[src/rtl/mem_access_ctrl.sv]
// -----------------------------------------------------------------------------
// mem_access_ctrl
//
// Multi-cycle sequencer for data-memory accesses. Sits between EX/MEM and the
// data bus. A decoded load or store is checked for legality, then issued as one
// valid/ready request. The pipeline is stalled until the response arrives (or
// the timeout fires). The lane-aligned, sign/zero-extended load result is then
// returned together with a one-cycle completion pulse.
//
// Parameters
//   TIMEOUT         Cycles from REQ entry until a forced error completion.
//                   0 disables the timeout.
//
// Ports
//   clk             Clock.
//   rst_n           Asynchronous active-low reset.
//   ex_mem_read     Load request from decode/EX.
//   ex_mem_write    Store request from decode/EX.
//   ex_load_type    000 LB, 001 LH, 010 LW, 011 LD, 100 LBU, 101 LHU, 110 LWU.
//   ex_store_type   00 SB, 01 SH, 10 SW, 11 SD.
//   ex_addr         Effective byte address.
//   ex_wdata        Store data, right-justified.
//   mem_stall       Hold PC and pipeline registers.
//   mem_done        One-cycle completion pulse.
//   mem_err         Error flag, valid with mem_done.
//   load_data       Extended load result, valid with mem_done.
//   bus_req_valid   Request valid.
//   bus_req_ready   Request accepted when valid & ready.
//   bus_req_we      1 = write.
//   bus_req_addr    Doubleword-aligned request address.
//   bus_req_wdata   Store data shifted into its byte lanes.
//   bus_req_wstrb   Byte-lane write mask, 0 for reads.
//   bus_resp_valid  Response / read data valid.
//   bus_resp_rdata  Doubleword-aligned read data.
//   bus_resp_err    Bus error, qualified by bus_resp_valid.
// -----------------------------------------------------------------------------
module mem_access_ctrl #(
    parameter int unsigned TIMEOUT = 256
) (
    input  logic        clk,
    input  logic        rst_n,

    input  logic        ex_mem_read,
    input  logic        ex_mem_write,
    input  logic [2:0]  ex_load_type,
    input  logic [1:0]  ex_store_type,
    input  logic [63:0] ex_addr,
    input  logic [63:0] ex_wdata,

    output logic        mem_stall,
    output logic        mem_done,
    output logic        mem_err,
    output logic [63:0] load_data,

    output logic        bus_req_valid,
    input  logic        bus_req_ready,
    output logic        bus_req_we,
    output logic [63:0] bus_req_addr,
    output logic [63:0] bus_req_wdata,
    output logic [7:0]  bus_req_wstrb,
    input  logic        bus_resp_valid,
    input  logic [63:0] bus_resp_rdata,
    input  logic        bus_resp_err
);

    typedef enum logic [1:0] {
        S_IDLE,
        S_REQ,
        S_WAIT,
        S_DONE
    } state_e;

    // The counter only has to reach TIMEOUT-1.
    localparam int unsigned CNT_W = (TIMEOUT > 2) ? $clog2(TIMEOUT) : 1;
    localparam logic [CNT_W-1:0] CNT_LAST =
        CNT_W'((TIMEOUT == 0) ? 0 : TIMEOUT - 1);
    localparam logic TO_EN = (TIMEOUT != 0);

    // Access sizes, encoded as log2(bytes).
    localparam logic [1:0] SZ_B = 2'd0;
    localparam logic [1:0] SZ_H = 2'd1;
    localparam logic [1:0] SZ_W = 2'd2;
    localparam logic [1:0] SZ_D = 2'd3;

    state_e            state_q, state_d;
    logic [CNT_W-1:0]  cnt_q, cnt_d;
    logic [63:0]       addr_q, addr_d;
    logic              we_q, we_d;
    logic [1:0]        size_q, size_d;
    logic              sext_q, sext_d;
    logic [63:0]       wdata_q, wdata_d;
    logic [7:0]        wstrb_q, wstrb_d;
    logic              err_q, err_d;
    logic [63:0]       result_q, result_d;

    // -------------------------------------------------------------------------
    // Decode of the instruction presented in IDLE
    // -------------------------------------------------------------------------
    logic       access;
    logic [1:0] req_size;
    logic       misaligned;
    logic       illegal;
    logic [7:0] strb_base;
    logic       timeout_hit;

    assign access   = ex_mem_read | ex_mem_write;
    assign req_size = ex_mem_read ? ex_load_type[1:0] : ex_store_type;

    always_comb begin
        // NOTE: every combinational output gets a default first, so no path
        // through the case statements can leave it unassigned and infer a latch.
        misaligned = 1'b0;
        strb_base  = 8'h00;
        unique case (req_size)
            SZ_B: begin misaligned = 1'b0;          strb_base = 8'h01; end
            SZ_H: begin misaligned = ex_addr[0];    strb_base = 8'h03; end
            SZ_W: begin misaligned = |ex_addr[1:0]; strb_base = 8'h0F; end
            SZ_D: begin misaligned = |ex_addr[2:0]; strb_base = 8'hFF; end
            default: ;
        endcase
    end

    // Load type 111 is the only unused encoding; a store cannot be illegal by type.
    assign illegal = (ex_mem_read & ex_mem_write)
                   | (ex_mem_read & (ex_load_type == 3'b111))
                   | misaligned;

    assign timeout_hit = TO_EN && (cnt_q == CNT_LAST);

    // Shift the addressed lane down to bit 0, then extend to 64 bits.
    function automatic logic [63:0] extract(input logic [63:0] rdata,
                                            input logic [2:0]  off,
                                            input logic [1:0]  size,
                                            input logic        sext);
        logic [63:0] r;
        r = rdata >> {off, 3'b000};
        unique case (size)
            SZ_B:    extract = {{56{sext & r[7]}},  r[7:0]};
            SZ_H:    extract = {{48{sext & r[15]}}, r[15:0]};
            SZ_W:    extract = {{32{sext & r[31]}}, r[31:0]};
            default: extract = r;
        endcase
    endfunction

    // -------------------------------------------------------------------------
    // Next-state logic
    // -------------------------------------------------------------------------
    always_comb begin
        state_d  = state_q;
        cnt_d    = cnt_q;
        addr_d   = addr_q;
        we_d     = we_q;
        size_d   = size_q;
        sext_d   = sext_q;
        wdata_d  = wdata_q;
        wstrb_d  = wstrb_q;
        err_d    = err_q;
        result_d = result_q;

        unique case (state_q)
            S_IDLE: begin
                if (access) begin
                    cnt_d    = '0;
                    result_d = '0;
                    if (illegal) begin
                        // Rejected before it reaches the bus.
                        err_d   = 1'b1;
                        state_d = S_DONE;
                    end else begin
                        err_d   = 1'b0;
                        addr_d  = ex_addr;
                        we_d    = ex_mem_write;
                        size_d  = req_size;
                        sext_d  = ex_mem_read & ~ex_load_type[2];
                        wdata_d = ex_wdata << {ex_addr[2:0], 3'b000};
                        wstrb_d = ex_mem_write ? (strb_base << ex_addr[2:0]) : 8'h00;
                        state_d = S_REQ;
                    end
                end
            end

            S_REQ: begin
                cnt_d = cnt_q + CNT_W'(1);
                if (bus_req_ready && bus_resp_valid) begin
                    // Response in the acceptance cycle completes directly.
                    err_d    = bus_resp_err;
                    result_d = (bus_resp_err | we_q) ? 64'd0
                             : extract(bus_resp_rdata, addr_q[2:0], size_q, sext_q);
                    state_d  = S_DONE;
                end else if (timeout_hit) begin
                    err_d    = 1'b1;
                    result_d = '0;
                    state_d  = S_DONE;
                end else if (bus_req_ready) begin
                    state_d  = S_WAIT;
                end
            end

            S_WAIT: begin
                cnt_d = cnt_q + CNT_W'(1);
                if (bus_resp_valid) begin
                    err_d    = bus_resp_err;
                    result_d = (bus_resp_err | we_q) ? 64'd0
                             : extract(bus_resp_rdata, addr_q[2:0], size_q, sext_q);
                    state_d  = S_DONE;
                end else if (timeout_hit) begin
                    err_d    = 1'b1;
                    result_d = '0;
                    state_d  = S_DONE;
                end
            end

            // The same instruction is still presented here, so inputs are ignored.
            S_DONE: state_d = S_IDLE;

            default: state_d = S_IDLE;
        endcase
    end

    // -------------------------------------------------------------------------
    // State registers
    // -------------------------------------------------------------------------
    always_ff @(posedge clk or negedge rst_n) begin
        if (!rst_n) begin
            state_q  <= S_IDLE;
            cnt_q    <= '0;
            addr_q   <= '0;
            we_q     <= 1'b0;
            size_q   <= '0;
            sext_q   <= 1'b0;
            wdata_q  <= '0;
            wstrb_q  <= '0;
            err_q    <= 1'b0;
            result_q <= '0;
        end else begin
            // NOTE: non-blocking assignments, so every register samples values
            // from before the edge regardless of statement order.
            state_q  <= state_d;
            cnt_q    <= cnt_d;
            addr_q   <= addr_d;
            we_q     <= we_d;
            size_q   <= size_d;
            sext_q   <= sext_d;
            wdata_q  <= wdata_d;
            wstrb_q  <= wstrb_d;
            err_q    <= err_d;
            result_q <= result_d;
        end
    end

    // -------------------------------------------------------------------------
    // Outputs
    // -------------------------------------------------------------------------
    // The request fields come straight from registers, so they stay stable
    // while valid is waiting for ready.
    assign bus_req_valid = (state_q == S_REQ);
    assign bus_req_we    = we_q;
    assign bus_req_addr  = {addr_q[63:3], 3'b000};
    assign bus_req_wdata = wdata_q;
    assign bus_req_wstrb = wstrb_q;

    assign mem_stall = ((state_q == S_IDLE) & access)
                     | (state_q == S_REQ)
                     | (state_q == S_WAIT);
    assign mem_done  = (state_q == S_DONE);
    assign mem_err   = (state_q == S_DONE) & err_q;
    assign load_data = (state_q == S_DONE) ? result_q : 64'd0;

endmodule
[config.mk]
export PLATFORM = sky130hd
export DESIGN_NAME = mem_access_ctrl
export DESIGN_NICKNAME = d
export VERILOG_FILES = /design/src/rtl/mem_access_ctrl.sv
export SDC_FILE = /design/constraint.sdc
export NUM_CORES = 1
export LEC_CHECK = 0
export BUFFER_PORTS_ARGS = -buffer_cell sky130_fd_sc_hd__buf_4
export CAP_MARGIN = 20
export CORE_MARGIN = 5
export CORE_UTILIZATION = 40
export CTS_CLUSTER_SIZE = 14
export DETAILED_ROUTE_END_ITERATION = 12
export PLACE_DENSITY = 0.65
export SLEW_MARGIN = 20
export SYNTH_ARGS = -nofsm -noshare
export SYNTH_HDL_FRONTEND = slang
export SYNTH_SLANG_ARGS = --single-unit
[constraint.sdc]
create_clock -name clk -period 4 [get_ports clk]
set_input_delay 0.2 -clock clk [delete_from_list [all_inputs] [get_ports clk]]
set_output_delay 0.2 -clock clk [all_outputs]
set_load 0.03 [all_outputs]
## After elaboration in Yosys (flattened, before gate mapping)

Cells that the tools add are included.

| word-level totals | value |
|---|---|
| bits in registers | 215 |
| bits of input ports | 204 |
| output and inout port bits | 205 |
| word-level logic and storage cells | 84 |

| cells by class | value |
|---|---|
| add/subtract/negate cells | 1 |
| equality and inequality tests | 13 |
| shifts and indexed selects | 3 |
| mux-type cells | 28 |
| bitwise gates (word level) | 16 |
| reduce and logical (&&, ||, !) cells | 13 |

Operators with widths:

| operator | count |
|---|---|
| $mux 64 | 6 |
| $pmux 64 s3 | 2 |
| $shl 64x6->64 | 1 |
| $shr 64x6->64 | 1 |
| $pmux 8 s4 | 1 |
| $mux 2 | 8 |
| $mux 8 | 2 |
| $pmux 8 s2 | 1 |
| $eq 2x2->1 const B | 5 |
| $add 8x1->8 const B | 1 |
| $and 1x1->1 | 8 |
| $eq 8x8->1 const B | 1 |
| $pmux 2 s4 | 1 |
| $shl 8x3->8 | 1 |
| $eq 2x1->1 const B | 3 |
| $logic_not 2->1 | 3 |
| $or 1x1->1 | 6 |
| $reduce_and 3->1 | 2 |
| $mux 1 | 5 |
| $ne 4x1->1 const B | 1 |
| $pmux 1 s4 | 1 |
| $reduce_and 2->1 | 2 |
| $reduce_or 2->1 | 2 |
| $eq 3x3->1 const B | 1 |
| other kinds (8) | 9 |

## Longest topological paths before layout

| logic depth | value |
|---|---|
| word-level depth | 7 |
| mapped depth | 9 |
| mapped depth without buffers | 7 |

## Least setup slack after synthesis

No wires, ideal clock.

| timing | value |
|---|---|
| path kind | flip-flop to flip-flop |
| start | register state_q[0] |
| end | register result_q[21] |
| library setup time | 134 ps |
| arrival | 2,015 ps |
| required time | 3,866 ps |
| path slack | 1,851 ps |
| stages on the path, launching flop included | 9 |
| path buffers | 1 |
| clock period less this slack | 2,149 ps |
| cells stage by stage | dfrtp_1 > inv_1 > ha_1 > nor3b_1 > nor2_1 > and4_1 > nand2_1 > buf_4 > o211ai_1 |

| between the ends | value |
|---|---|
| word-level cells in the longest chain between the ends | 3 |
| elaborated cells on any way between the ends | 7 |
| classes of those cells | 3 x eq/ne; 1 x mux; 3 x reduce/logical |

Ends and longest elaborated chain:

| item | RTL line | text |
|---|---|---|
| start, declared | 85 | `state_e state_q, state_d;` |
| start signal, assigned | 238 | `state_q <= state_d;` |
| $eq 2x1->1, or another cell as far along | 160 | `unique case (state_q)` |
| $reduce_bool 3->1 (no line) or $ne 2x2->1 (tied branches) | -- |  |
| $reduce_and 2->1 (no line) | -- |  |
| end signal, assigned | 247 | `result_q <= result_d;` |
| end, declared | 94 | `logic [63:0] result_q, result_d;` |

Parallel ways exist; a longest one is shown, timed or not.
A chain may end at the register's enable or synchronous reset.

## Worst setup path in the final report

| timing | value |
|---|---|
| start | register state_q[0] |
| end | register result_q[8] |

Same word-level chain as after synthesis.

==> flow_metrics.env <==
export IMPL_yosysTopAreaCellShare_pct=41.74
export IMPL_first_global_vias=11590
export IMPL_cts_inserted_buffers=25
export IMPL_fin_crit_ns=2.854
export IMPL_grt_use_total_pct=24.41
export IMPL_clockBufferDepth=3
export IMPL_htreeDepth=1
export IMPL_syn_area_sq_um=12890
export IMPL_path_buf_inv=2
export IMPL_tightestPinTransition_ns=1.023
export IMPL_critPathMaxStageDelay_ns=0.65
export IMPL_initial_core_util_pct=40.64
export IMPL_io_pins=409
export IMPL_path_depth=8
export IMPL_core_area_sq_um=31720
export IMPL_avgViaCountPerCell=5.544
export IMPL_reg2regPathDepth=8
export IMPL_yosysUniqueCellTypes=60
export IMPL_worstPathMaxFanout=17
export IMPL_ir_worst_vdd_mv=0.4619
export IMPL_grt_pass1_wl_microns=69660
export IMPL_placed_cell_area_sq_um=15610
export IMPL_wirelength_microns=45780
export IMPL_startpoint="state_q[0]"
export IMPL_clk_transition_reported_paths_ns=0.06
export IMPL_async_reset_ff_share_pct=100.0
export IMPL_slew_headroom_pct=31.78
export IMPL_setup_violations=0
export IMPL_multi_input_area_sq_um=6491
export IMPL_slew_viol_final=0
export IMPL_cts_tree="yes"
export IMPL_vias=11350
export IMPL_period_share_pct=71.36
export IMPL_yosysWarnings=0
export IMPL_cts_root_buf="clkbuf_16"
export IMPL_cp_required_ns=4.37
export IMPL_cts_sinks=215
export IMPL_syn_inst=1275
export IMPL_final_antenna_net_count=0
export IMPL_insertion_delay_ns=0.52
export IMPL_leakage_nw=8.056
export IMPL_r2r_end="result_q[8]"
export IMPL_dpl_hpwl_microns=33450
export IMPL_drc=0
export IMPL_rr_startpoint="state_q[0]"
export IMPL_regArea_sq_um=5385
export IMPL_cts_resized=0
export IMPL_drt_iter0_drc=871
export IMPL_synth_edf_count=0
export IMPL_path_cells="inv_1 -> ha_1 -> nor3b_1 -> buf_4 -> nor2_1 -> nand4_1 -> or3_1 -> o311ai_0"
export IMPL_firstDrtPassIters=5
export IMPL_final_nets=1838
export IMPL_rrSetupSlack_ns=1.15
export IMPL_yosysTopAreaCell="dfrtp_1"
export IMPL_pwr_density_cell_nw_per_um2=702.2
export IMPL_port_buffers=405
export IMPL_drv_cap=0
export IMPL_worstSetupEndpoint="result_q[8]"
export IMPL_fin_tns_setup_ns=0
export IMPL_post_cts_buffers=0
export IMPL_design_area_sq_um=17150
export IMPL_overflow=0
export IMPL_slowest_stage="or3_1"
export IMPL_critPathTopFamily="simple AND/OR/NAND/NOR gates"
export IMPL_status="complete, no violations"
export IMPL_insertedDiodeCount=0
export IMPL_grt_max_degree=115
export IMPL_fill_cells=2833
export IMPL_die_h_microns=189.5
export IMPL_avgSynthCellArea_sq_um=10.11
export IMPL_worstSetupEndpointType="flop"
export IMPL_die_w_microns=189.5
export IMPL_crit_type="flop to flop"
export IMPL_antenna_found_initial=0
export IMPL_routedWlPerCell_microns=22.35
export IMPL_dieArea_sq_um=35910
export IMPL_final_layout_size_suffix_gt1_share_pct=38.40
export IMPL_postCtsHoldBufs=72
export IMPL_hold_viol_final=0
export IMPL_syn_to_final_growth_pct=33.05
export IMPL_synthTopCellsByArea="dfrtp_1, mux2_2, mux2i_1, buf_4, nand2_1"
export IMPL_cp_start_kind="flop"
export IMPL_yosysSeqAreaShare_pct=41.74
export IMPL_num_rows=65
export IMPL_min_path_type="primary input to flop"
export IMPL_clock_fmax_mhz=350.4
export IMPL_cp_arrival_ns=3.23
export IMPL_synth_flop_cell="dfrtp_1"
export IMPL_ys_seq_elements=215
export IMPL_grt_setup_unrepaired="false"
export IMPL_routabilityCongestion=0.8916
export IMPL_skew_ns=0.008516
==> where the power goes <==
| group | total [mW] | internal, mW | switching (mW) | leakage, nW |
|---|---|---|---|---|
| Combinational | 6.13 | 2.47 | 3.66 | 4.87 |
| Clock | 2.29 | 1.36 | 0.928 | 0.409 |
| Sequential | 3.62 | 2.95 | 0.673 | 2.78 |
==> cell usage in the layout, fill, tap and decap left out, drive strengths merged, types with 3 or more instances in the layout <==
master	Yosys	layout
buf	115	421
dfrtp	215	215
nand2	133	133
mux2	130	130
mux2i	109	109
o21ai	107	107
nor2	77	77
dlygate4sd3	0	72
and2	67	67
a21oi	38	38
clkbuf	53	34
nand2b	26	26
o22ai	23	23
o41ai	22	22
mux4	18	18
o211ai	18	18
o31ai	14	14
a31oi	12	12
inv	10	10
clkinv	1	9
o221a	7	7
o32a	7	7
o311ai	7	7
nand3	7	7
nor3	6	6
o32ai	5	5
ha	5	5
xor2	4	4
and3	4	4
a211oi	3	3
nor2b	3	3
a22o	3	3
conb	1	3
==> metal layers <==
metal	global-route usage [%]	vias to the layer above	share of wire (%)
met5	0	-	0
li1	-	5213	-
met2	41.70	551	49
met4	7.707	0	3.4
met1	29.96	5510	38
met3	6.951	80	9.7
==> worst min path at each step <==
stage,cells past startpoint,slack [ns],start,endpoint
5_1_grt,3,0.04,bus_resp_rdata[56],result_q[56]
3_5_place_dp,1,0.35,rst_n,result_q[1]
6_report,3,0.04,bus_resp_rdata[61],result_q[61]
2_1_floorplan,0,-0.1,rst_n,addr_q[0]
3_3_place_gp,1,0.34,rst_n,result_q[1]
4_1_cts,3,0.005,bus_resp_rdata[61],result_q[61]
==> cells in the mapped netlist (all sizes together) (4+ instances only) <==
library cell / number
and2: 67
mux4: 18
o41ai: 22
xor2: 4
nand3: 7
o32ai: 5
o21ai: 107
mux2i: 109
dfrtp: 215
clkbuf: 53
o22ai: 23
a21oi: 38
inv: 10
ha: 5
nor3: 6
o211ai: 18
o32a: 7
and3: 4
nand2: 133
buf: 115
o221a: 7
o311ai: 7
mux2: 130
a31oi: 12
nor2: 77
nand2b: 26
o31ai: 14
==> tightest hold or removal path, cell delays in order <==
cell	delay, ns
buf_4	0.12
a21oi_1	0.08
o21ai_1	0.11
==> layout make-up <==
cell class	instances	share of cell area (%)
multi-input cells	883	37.85
flip-flops and latches	215	31.40
clock buffers	34	4.137
well taps	402	2.933
clock inverters	10	0.6056
repair buffers	493	22.82
inverters	11	0.2408
==> state kept, by name, summed over array words and instances (netlist names) <==
register / cells
addr_q: 64
bus_req_wdata: 64
bus_req_we: 1
bus_req_wstrb: 8
cnt_q: 8
err_q: 1
result_q: 64
sext_q: 1
size_q: 2
state_q: 2
==> cells by family after synthesis <==
| logic type | after synthesis | synth area share [%] |
|---|---|---|
| DFF | 215 | 41.74 |
| muxes | 257 | 22.97 |
| and+or+nand+nor | 333 | 12.14 |
| xor gates and xnor gates | 6 | 0.4077 |
| adders and majority gates | 5 | 0.4854 |
| AOI/OAI and AO/OA | 279 | 14.20 |
| other | 1 | 0.02910 |
| buffers and inverters | 179 | 8.019 |
==> stage by stage <==
step	util, %	setup WS, ns	hold slack [ns]	std cells	power, mW
after floorplan	-	1.851	-0.09559	1277	7.921
after global placement	49.23	1.294	0.3447	1932	9.593
after detailed placement	49.23	1.187	0.3482	1932	9.683
after CTS	54.06	1.180	0.004959	2048	12.09
after global routing	54.06	0.8957	0.04031	2048	12.66
final	54.06	1.146	0.04167	2048	12.04
No activity file was read; power rests on OpenSTA's default activity.
